**src/rtl/branch_sequencer_if.sv**
```systemverilog
// branch_sequencer_if: bundle of every non-clock/reset signal of branch_sequencer.
//   req0_* / req1_* : two branch requesters (valid/ready, cond code, operands, target)
//   cond_*          : operands to and result from the condition-evaluation unit
//   resp_*          : taken/not-taken decision channel (valid/ready)
//   stat_clr, total_count, taken_count : statistics
// master = surrounding logic (decode, condition unit, PC update); slave = sequencer.
interface branch_sequencer_if #(
  parameter int PC_WIDTH   = 16,
  parameter int DATA_WIDTH = 32,
  parameter int CNT_WIDTH  = 16
);
  logic                  req0_valid;
  logic                  req0_ready;
  logic [7:0]            req0_cond;
  logic [DATA_WIDTH-1:0] req0_a;
  logic [DATA_WIDTH-1:0] req0_b;
  logic [PC_WIDTH-1:0]   req0_target;

  logic                  req1_valid;
  logic                  req1_ready;
  logic [7:0]            req1_cond;
  logic [DATA_WIDTH-1:0] req1_a;
  logic [DATA_WIDTH-1:0] req1_b;
  logic [PC_WIDTH-1:0]   req1_target;

  logic [31:0]           cond_op;
  logic [DATA_WIDTH-1:0] cond_a;
  logic [DATA_WIDTH-1:0] cond_b;
  logic [15:0]           cond_result;

  logic                  resp_valid;
  logic                  resp_ready;
  logic                  resp_taken;
  logic [PC_WIDTH-1:0]   resp_target;
  logic                  resp_id;
  logic                  resp_illegal;

  logic                  stat_clr;
  logic [CNT_WIDTH-1:0]  total_count;
  logic [CNT_WIDTH-1:0]  taken_count;

  modport master (
    output req0_valid, req0_cond, req0_a, req0_b, req0_target,
    output req1_valid, req1_cond, req1_a, req1_b, req1_target,
    output cond_result, resp_ready, stat_clr,
    input  req0_ready, req1_ready, cond_op, cond_a, cond_b,
    input  resp_valid, resp_taken, resp_target, resp_id, resp_illegal,
    input  total_count, taken_count
  );

  modport slave (
    input  req0_valid, req0_cond, req0_a, req0_b, req0_target,
    input  req1_valid, req1_cond, req1_a, req1_b, req1_target,
    input  cond_result, resp_ready, stat_clr,
    output req0_ready, req1_ready, cond_op, cond_a, cond_b,
    output resp_valid, resp_taken, resp_target, resp_id, resp_illegal,
    output total_count, taken_count
  );
endinterface

```
**src/rtl/branch_sequencer.sv**
```systemverilog
// branch_sequencer: shares the condition-evaluation unit between two branch
// requesters. Round-robin grant in IDLE, registered operands to the unit in
// ISSUE, decision held on a valid/ready response channel in RESP. Keeps
// saturating counts of completed and taken branches.
// Ports:
//   clk  - rising-edge clock
//   rst  - asynchronous active-high reset
//   bus  - branch_sequencer_if.slave (requests, condition unit, response, stats)
module branch_sequencer #(
  parameter int PC_WIDTH   = 16,
  parameter int DATA_WIDTH = 32,
  parameter int CNT_WIDTH  = 16
) (
  input logic               clk,
  input logic               rst,
  branch_sequencer_if.slave bus
);

  typedef enum logic [1:0] {IDLE, ISSUE, RESP} state_t;

  state_t                state, next_state;
  logic                  last_grant;
  logic                  grant0, grant1, grant_any, handshake;
  logic [7:0]            sel_cond;
  logic [31:0]           op_q;
  logic [DATA_WIDTH-1:0] a_q, b_q;
  logic [PC_WIDTH-1:0]   target_q;
  logic                  id_q, illegal_q, taken_q;
  logic [CNT_WIDTH-1:0]  total_q, taken_cnt_q;
  logic                  unused_result_bits;

  // Only bit 0 of the unit's result carries the decision.
  assign unused_result_bits = ^bus.cond_result[15:1];

  always_comb begin
    grant0     = 1'b0;
    grant1     = 1'b0;
    next_state = state;
    unique case (state)
      IDLE: begin
        if (bus.req0_valid && bus.req1_valid) begin
          // Tie: favour whoever was not granted last time.
          grant0 = last_grant;
          grant1 = ~last_grant;
        end else begin
          grant0 = bus.req0_valid;
          grant1 = bus.req1_valid;
        end
        if (grant0 || grant1) next_state = ISSUE;
      end
      ISSUE:   next_state = RESP;
      RESP:    if (bus.resp_ready) next_state = IDLE;
      default: next_state = IDLE;
    endcase
  end

  assign grant_any = grant0 | grant1;
  assign handshake = (state == RESP) && bus.resp_ready;
  assign sel_cond  = grant1 ? bus.req1_cond : bus.req0_cond;

  always_ff @(posedge clk or posedge rst) begin
    if (rst) state <= IDLE;
    else     state <= next_state;
  end

  always_ff @(posedge clk or posedge rst) begin
    if (rst) begin
      last_grant <= 1'b1;
      id_q       <= 1'b0;
      op_q       <= '0;
      a_q        <= '0;
      b_q        <= '0;
      target_q   <= '0;
      illegal_q  <= 1'b0;
      taken_q    <= 1'b0;
    end else begin
      if (grant_any) begin
        last_grant <= grant1;
        id_q       <= grant1;
        op_q       <= {24'd0, sel_cond};
        a_q        <= grant1 ? bus.req1_a      : bus.req0_a;
        b_q        <= grant1 ? bus.req1_b      : bus.req0_b;
        target_q   <= grant1 ? bus.req1_target : bus.req0_target;
        illegal_q  <= (sel_cond > 8'd9);
      end
      // Illegal codes never report taken, whatever the unit returns.
      if (state == ISSUE) taken_q <= bus.cond_result[0] & ~illegal_q;
    end
  end

  always_ff @(posedge clk or posedge rst) begin
    if (rst) begin
      total_q     <= '0;
      taken_cnt_q <= '0;
    end else if (bus.stat_clr) begin
      total_q     <= '0;
      taken_cnt_q <= '0;
    end else if (handshake) begin
      if (total_q != '1)                taken_cnt_q <= taken_cnt_q;
      if (total_q != '1)                total_q     <= total_q + 1'b1;
      if (taken_q && taken_cnt_q != '1) taken_cnt_q <= taken_cnt_q + 1'b1;
    end
  end

  assign bus.req0_ready   = grant0;
  assign bus.req1_ready   = grant1;
  assign bus.cond_op      = op_q;
  assign bus.cond_a       = a_q;
  assign bus.cond_b       = b_q;
  assign bus.resp_valid   = (state == RESP);
  assign bus.resp_taken   = taken_q;
  assign bus.resp_target  = target_q;
  assign bus.resp_id      = id_q;
  assign bus.resp_illegal = illegal_q;
  assign bus.total_count  = total_q;
  assign bus.taken_count  = taken_cnt_q;

endmodule

```
**src/flat_wrapper.sv**
```systemverilog
// flat-port wrapper written by rule: the top's interface ports become plain ports
module branch_sequencer_flat 
#(
  parameter int PC_WIDTH   = 16,
  parameter int DATA_WIDTH = 32,
  parameter int CNT_WIDTH  = 16
)
  (clk, rst, bus_req0_valid, bus_req0_cond, bus_req0_a, bus_req0_b, bus_req0_target, bus_req1_valid, bus_req1_cond, bus_req1_a, bus_req1_b, bus_req1_target, bus_cond_result, bus_resp_ready, bus_stat_clr, bus_req0_ready, bus_req1_ready, bus_cond_op, bus_cond_a, bus_cond_b, bus_resp_valid, bus_resp_taken, bus_resp_target, bus_resp_id, bus_resp_illegal, bus_total_count, bus_taken_count);
  branch_sequencer_if #(.PC_WIDTH(PC_WIDTH), .DATA_WIDTH(DATA_WIDTH), .CNT_WIDTH(CNT_WIDTH)) bus_i ();
  input logic clk;
  input logic rst;
  input wire logic [$bits(bus_i.req0_valid)-1:0] bus_req0_valid;
  input wire logic [$bits(bus_i.req0_cond)-1:0] bus_req0_cond;
  input wire logic [$bits(bus_i.req0_a)-1:0] bus_req0_a;
  input wire logic [$bits(bus_i.req0_b)-1:0] bus_req0_b;
  input wire logic [$bits(bus_i.req0_target)-1:0] bus_req0_target;
  input wire logic [$bits(bus_i.req1_valid)-1:0] bus_req1_valid;
  input wire logic [$bits(bus_i.req1_cond)-1:0] bus_req1_cond;
  input wire logic [$bits(bus_i.req1_a)-1:0] bus_req1_a;
  input wire logic [$bits(bus_i.req1_b)-1:0] bus_req1_b;
  input wire logic [$bits(bus_i.req1_target)-1:0] bus_req1_target;
  input wire logic [$bits(bus_i.cond_result)-1:0] bus_cond_result;
  input wire logic [$bits(bus_i.resp_ready)-1:0] bus_resp_ready;
  input wire logic [$bits(bus_i.stat_clr)-1:0] bus_stat_clr;
  output wire logic [$bits(bus_i.req0_ready)-1:0] bus_req0_ready;
  output wire logic [$bits(bus_i.req1_ready)-1:0] bus_req1_ready;
  output wire logic [$bits(bus_i.cond_op)-1:0] bus_cond_op;
  output wire logic [$bits(bus_i.cond_a)-1:0] bus_cond_a;
  output wire logic [$bits(bus_i.cond_b)-1:0] bus_cond_b;
  output wire logic [$bits(bus_i.resp_valid)-1:0] bus_resp_valid;
  output wire logic [$bits(bus_i.resp_taken)-1:0] bus_resp_taken;
  output wire logic [$bits(bus_i.resp_target)-1:0] bus_resp_target;
  output wire logic [$bits(bus_i.resp_id)-1:0] bus_resp_id;
  output wire logic [$bits(bus_i.resp_illegal)-1:0] bus_resp_illegal;
  output wire logic [$bits(bus_i.total_count)-1:0] bus_total_count;
  output wire logic [$bits(bus_i.taken_count)-1:0] bus_taken_count;
  assign bus_i.req0_valid = bus_req0_valid;
  assign bus_i.req0_cond = bus_req0_cond;
  assign bus_i.req0_a = bus_req0_a;
  assign bus_i.req0_b = bus_req0_b;
  assign bus_i.req0_target = bus_req0_target;
  assign bus_i.req1_valid = bus_req1_valid;
  assign bus_i.req1_cond = bus_req1_cond;
  assign bus_i.req1_a = bus_req1_a;
  assign bus_i.req1_b = bus_req1_b;
  assign bus_i.req1_target = bus_req1_target;
  assign bus_i.cond_result = bus_cond_result;
  assign bus_i.resp_ready = bus_resp_ready;
  assign bus_i.stat_clr = bus_stat_clr;
  assign bus_req0_ready = bus_i.req0_ready;
  assign bus_req1_ready = bus_i.req1_ready;
  assign bus_cond_op = bus_i.cond_op;
  assign bus_cond_a = bus_i.cond_a;
  assign bus_cond_b = bus_i.cond_b;
  assign bus_resp_valid = bus_i.resp_valid;
  assign bus_resp_taken = bus_i.resp_taken;
  assign bus_resp_target = bus_i.resp_target;
  assign bus_resp_id = bus_i.resp_id;
  assign bus_resp_illegal = bus_i.resp_illegal;
  assign bus_total_count = bus_i.total_count;
  assign bus_taken_count = bus_i.taken_count;
  branch_sequencer #(.PC_WIDTH(PC_WIDTH), .DATA_WIDTH(DATA_WIDTH), .CNT_WIDTH(CNT_WIDTH)) u_core (.clk(clk), .rst(rst), .bus(bus_i));
endmodule
```
**config.mk**
```make
export PLATFORM = sky130hd
export DESIGN_NAME = branch_sequencer_flat
export DESIGN_NICKNAME = d
export VERILOG_FILES = /design/src/rtl/branch_sequencer_if.sv /design/src/rtl/branch_sequencer.sv /design/src/flat_wrapper.sv
export SDC_FILE = /design/constraint.sdc
export NUM_CORES = 1
export LEC_CHECK = 0
export ABC_AREA = 1
export BUFFER_PORTS_ARGS = -buffer_cell sky130_fd_sc_hd__buf_4
export CAP_MARGIN = 20
export CELL_PAD_IN_SITES_DETAIL_PLACEMENT = 1
export CELL_PAD_IN_SITES_GLOBAL_PLACEMENT = 2
export CORE_ASPECT_RATIO = 0.9
export CORE_MARGIN = 2
export CORE_UTILIZATION = 26
export CTS_BUF_LIST = sky130_fd_sc_hd__clkbuf_8
export CTS_CLUSTER_DIAMETER = 60
export DETAILED_ROUTE_END_ITERATION = 10
export HOLD_SLACK_MARGIN = 0.06
export PLACE_DENSITY = 0.95
export SLEW_MARGIN = 40
export SYNTH_ARGS = -nofsm -noshare
export SYNTH_HDL_FRONTEND = slang
export SYNTH_SLANG_ARGS = --single-unit
```
**constraint.sdc**
```tcl
create_clock -name clk -period 11.1 [get_ports clk]
set_input_delay 1.665 -clock clk [delete_from_list [all_inputs] [get_ports clk]]
set_output_delay 1.665 -clock clk [all_outputs]
set_load 0.005 [all_outputs]
```
==> impl_metrics.prom <==
# TYPE chip_impl_metric gauge
chip_impl_info{name="status",value="complete, no violations"} 1
chip_impl_info{name="min-delay-path-class",value="reg2reg"} 1
chip_impl_metric{name="max_cap_violations",unit=""} 0
chip_impl_info{name="cts_tree",value="built"} 1
chip_impl_metric{name="die_w",unit="um"} 171
chip_impl_metric{name="ys_warn_count",unit=""} 0
chip_impl_metric{name="synth-simple-area-share",unit=""} 0.254
chip_impl_metric{name="routedLengthMet1",unit="mm"} 9.86
chip_impl_metric{name="yosys.area_share.adder",unit=""} 0.00383
chip_impl_metric{name="total_power_after_layout",unit="mW"} 2.09
chip_impl_metric{name="drt_pre_antenna_iters",unit=""} 4
chip_impl_metric{name="clock_pin_slew_of_the_registers_on_the_worst_case_setup_and_hold_paths",unit="ps"} 70
chip_impl_metric{name="drive_gt1_frac",unit=""} 0.309
chip_impl_metric{name="std_cell_rows",unit=""} 55
chip_impl_metric{name="arrival_time_worst_endpoint",unit="ps"} 2750
chip_impl_metric{name="worst-endpoint-required",unit="ps"} 9440
chip_impl_metric{name="grt-ovfl-total",unit=""} 0
chip_impl_metric{name="period_needed",unit="ps"} 4410
chip_impl_metric{name="timing.slew.headroom",unit=""} 0.452
chip_impl_metric{name="netsw",unit="mW"} 0.813
chip_impl_metric{name="routed_wirelength",unit="mm"} 24.2
chip_impl_metric{name="synth_seq_area_share",unit=""} 0.483
chip_impl_metric{name="synth.avg_cell_area",unit="um2"} 7.60
chip_impl_metric{name="maximum_number_of_pins_on_one_net_before_global_route_repair",unit=""} 97
chip_impl_metric{name="syn-instance-count",unit=""} 860
chip_impl_metric{name="antenna-diode-count",unit=""} 0
chip_impl_metric{name="final.period_utilization",unit=""} 0.397
chip_impl_info{name="timing.setup.critical_path_class",value="in2out"} 1
chip_impl_metric{name="synth.ff_latch_count",unit=""} 126
chip_impl_metric{name="final.setup_skew",unit="ps"} 25.2
chip_impl_metric{name="timing.final.setup_violations",unit=""} 0
chip_impl_metric{name="ioPinCount",unit=""} 348
chip_impl_info{name="top_layer",value="met4"} 1
chip_impl_metric{name="muxShareOfSynthArea",unit=""} 0
chip_impl_metric{name="clock_power_share",unit=""} 0.213
chip_impl_metric{name="worstSkewPairLatency",unit="ps"} 470
chip_impl_metric{name="synthesis_to_finish_area_growth",unit="%"} 44.3
chip_impl_metric{name="setup-tns-final",unit="ps"} 0
chip_impl_metric{name="post_drt_wl_per_cell",unit="um"} 16.1
chip_impl_metric{name="post_synth_xor_area_fraction",unit=""} 0.0134
chip_impl_metric{name="num-fill-cells",unit=""} 3145
chip_impl_metric{name="routed_length_on_met3",unit="mm"} 2.00
chip_impl_metric{name="power.share.sequential",unit=""} 0.361
chip_impl_metric{name="non_filler_instances",unit=""} 1499
chip_impl_metric{name="drcViolationCount",unit=""} 0
chip_impl_metric{name="leakage",unit="nW"} 4.64
chip_impl_metric{name="grt_pass1_wl",unit="mm"} 37.7
chip_impl_metric{name="num-nets-final",unit=""} 1344
chip_impl_metric{name="synth_top_cell_area_share",unit=""} 0.479
chip_impl_metric{name="max_clock_freq",unit="MHz"} 227
chip_impl_info{name="clockRootBuffer",value="clkbuf_8"} 1
chip_impl_metric{name="worst_ir_drop_vdd",unit="V"} 0.0000984
chip_impl_metric{name="hpwlAfterDp",unit="mm"} 17.2
chip_impl_info{name="yosys.area.top_type",value="dfrtp_1"} 1
chip_impl_metric{name="met2_routed_length",unit="mm"} 11.8
chip_impl_metric{name="power.share.combinational",unit=""} 0.426
chip_impl_metric{name="cts_hold_repair.buffers",unit=""} 0
chip_impl_metric{name="cts_post_setup_buffers_inserted",unit=""} 0
chip_impl_metric{name="cellInternalPower",unit="mW"} 1.28
chip_impl_metric{name="synth-compound-area-share",unit=""} 0.156
chip_impl_metric{name="synth_cell_types",unit=""} 32
chip_impl_metric{name="post_drt_via_cell_ratio",unit=""} 4.57
chip_impl_metric{name="cts.htree.levels",unit=""} 4
chip_impl_metric{name="via_count_of_the_first_global_routing_pass",unit=""} 7023
chip_impl_metric{name="global_route_total_usage_across_every_layer",unit=""} 0.183
chip_impl_metric{name="drv_slew",unit=""} 0
chip_impl_metric{name="globalplace.congestion",unit=""} 0.779
chip_impl_metric{name="place.detailed.instances",unit=""} 1467
chip_impl_metric{name="post_synthesis_cell_area",unit="um2"} 6530
chip_impl_metric{name="core_region_area",unit="um2"} 24900
chip_impl_metric{name="antenna_left",unit=""} 0
chip_impl_metric{name="die_area",unit="um2"} 26400
chip_impl_info{name="startpoint_class_of_the_critical_path",value="input pin"} 1
chip_impl_metric{name="io_buffers",unit=""} 308
chip_impl_metric{name="die_height",unit="um"} 154
chip_impl_metric{name="post_cts_resized",unit=""} 0
chip_impl_metric{name="via_count",unit=""} 6847
chip_impl_metric{name="start_util",unit=""} 0.262
chip_impl_info{name="cp-end-kind",value="output pin"} 1
chip_impl_metric{name="clkSinkCount",unit=""} 126
chip_impl_metric{name="cell_pwr_density",unit="nW/um2"} 222
chip_impl_info{name="dominant_combinational_cell_family_by_area_after_synthesis",value="simple AND/OR/NAND/NOR gates"} 1
chip_impl_metric{name="grt_antenna_before_repair",unit=""} 0
chip_impl_metric{name="cts_max_path_buffers",unit=""} 2
chip_impl_metric{name="hold_violations",unit=""} 0
chip_impl_metric{name="p_sw_frac",unit=""} 0.389
chip_impl_info{name="setup_repair_after_global_routing_missed_its_margin",value="false"} 1
chip_impl_metric{name="crit_fanout",unit=""} 84
chip_impl_metric{name="drt_first_iter_violations",unit=""} 311
chip_impl_info{name="synth_top_cells_by_area",value="dfrtp_1 (48%), nand2_1 (13%), nor2_1 (7.2%), a21oi_1 (6.2%), o21ai_0 (5.8%)"} 1
chip_impl_metric{name="worst_pin_slew",unit="ps"} 822
chip_impl_metric{name="cts_made_buffers",unit=""} 17
## registers in the layout (all words and copies together) (netlist names), 2 cells and up
name / count
u_core.bus.cond_a: 32
u_core.bus.cond_b: 32
u_core.bus.resp_target: 16
u_core.bus.taken_count: 16
u_core.bus.total_count: 16
u_core.bus.cond_op: 8
u_core.state: 2
## critical path, stage by stage
cell and delay, ps:
buf_4 90, nand2_1 80, a21oi_4 130, buf_6 510, buf_4 230
## cell usage in the layout (no fill, tap or decap), types with 2 or more instances in the layout
cell          n
a21oi_1      81
buf_4       309
buf_6         4
bufinv_16     3
clkbuf_8     17
clkinv_2      2
clkinv_4      4
clkinvlp_4    2
conb_1       24
dfrtp_1     125
ha_1          2
inv_1        37
inv_6         6
nand2_1     228
nand3_1      31
nand4_1      17
nor2_1      124
nor2_4        2
nor3_1        3
o21ai_0      76
o21ai_1      32
o21bai_1      6
or2_2         2
xor2_1        9
## power by group through the flow
stage / clock, mW / combinational, mW / sequential, mW
after floorplan: 0 / 0.432 / 0.763
after global placement: 0 / 0.897 / 0.753
final: 0.444 / 0.891 / 0.755
after global routing: 0.477 / 1.01 / 0.780
after CTS: 0.457 / 0.919 / 0.756
after detailed placement: 0 / 0.916 / 0.763
## worst paths after layout
kind / startpoint / slack (ps) / cells past startpoint / to
worst max-delay path: bus_req0_valid / 6690 / 5 / bus_req0_ready
min in group asynchronous: rst / 1290 / 2 / u_core.bus.total_count[5]
worst max register to register: u_core.bus.total_count[0] / 8470 / 8 / u_core.bus.total_count[3]
max in group asynchronous: rst / 8760 / 3 / u_core.bus.resp_target[13]
worst min register to register: u_core.bus.resp_id / 480 / 2 / u_core.bus.resp_id
worst min-delay path: u_core.bus.resp_id / 480 / 2 / u_core.bus.resp_id
## routing by layer
metal | vias up | global-route usage
li1 | 3322 | -
met5 | - | 0
met3 | 28 | 0.0681
met4 | 0 | 0.0561
met2 | 209 | 0.309
met1 | 3288 | 0.215
## cell usage after synthesis, drive strengths merged
cell type and count:
dfrtp 125, o31ai 1, nor3 3, conb 1
a31o 1, nand3b 1, o21ai 108, clkbuf 13
inv 39, ha 2, nor2 127, dfstp 1
or2 3, nand3 32, clkinv 1, buf 58
xor2 9, nand2 229, xnor2 1, o21bai 6
a21oi 82, nand4 17
## area by class of cell
type | instances | area [um2] | share of cell area
clock buffers | 17 | 234 | 0.0248
clock inverters | 15 | 185 | 0.0196
inverters | 40 | 160 | 0.0170
flip-flops and latches | 126 | 3150 | 0.335
multi-input cells | 646 | 2900 | 0.308
well taps | 342 | 428 | 0.0454
repair buffers | 313 | 2360 | 0.251
## kinds of logic after synthesis
| family | count (synthesis) |
|---|---|
| adders and majority gates | 2 |
| buffers and inverters | 111 |
| DFF | 126 |
| xor gates and xnor gates | 10 |
| other | 1 |
| AOI/OAI and AO/OA | 198 |
| and+or+nand+nor | 412 |
## through the flow
stage	instance area (um2)	hold slack, ps	setup slack (ps)	util
after floorplan	6620	465	6080	-
after global placement	8990	458	6430	0.361
after detailed placement	9010	459	6650	0.362
after CTS	9430	479	6640	0.379
after global routing	9430	522	6600	0.379
final	9430	477	6690	0.379
(Power assumes the default switching activity.)
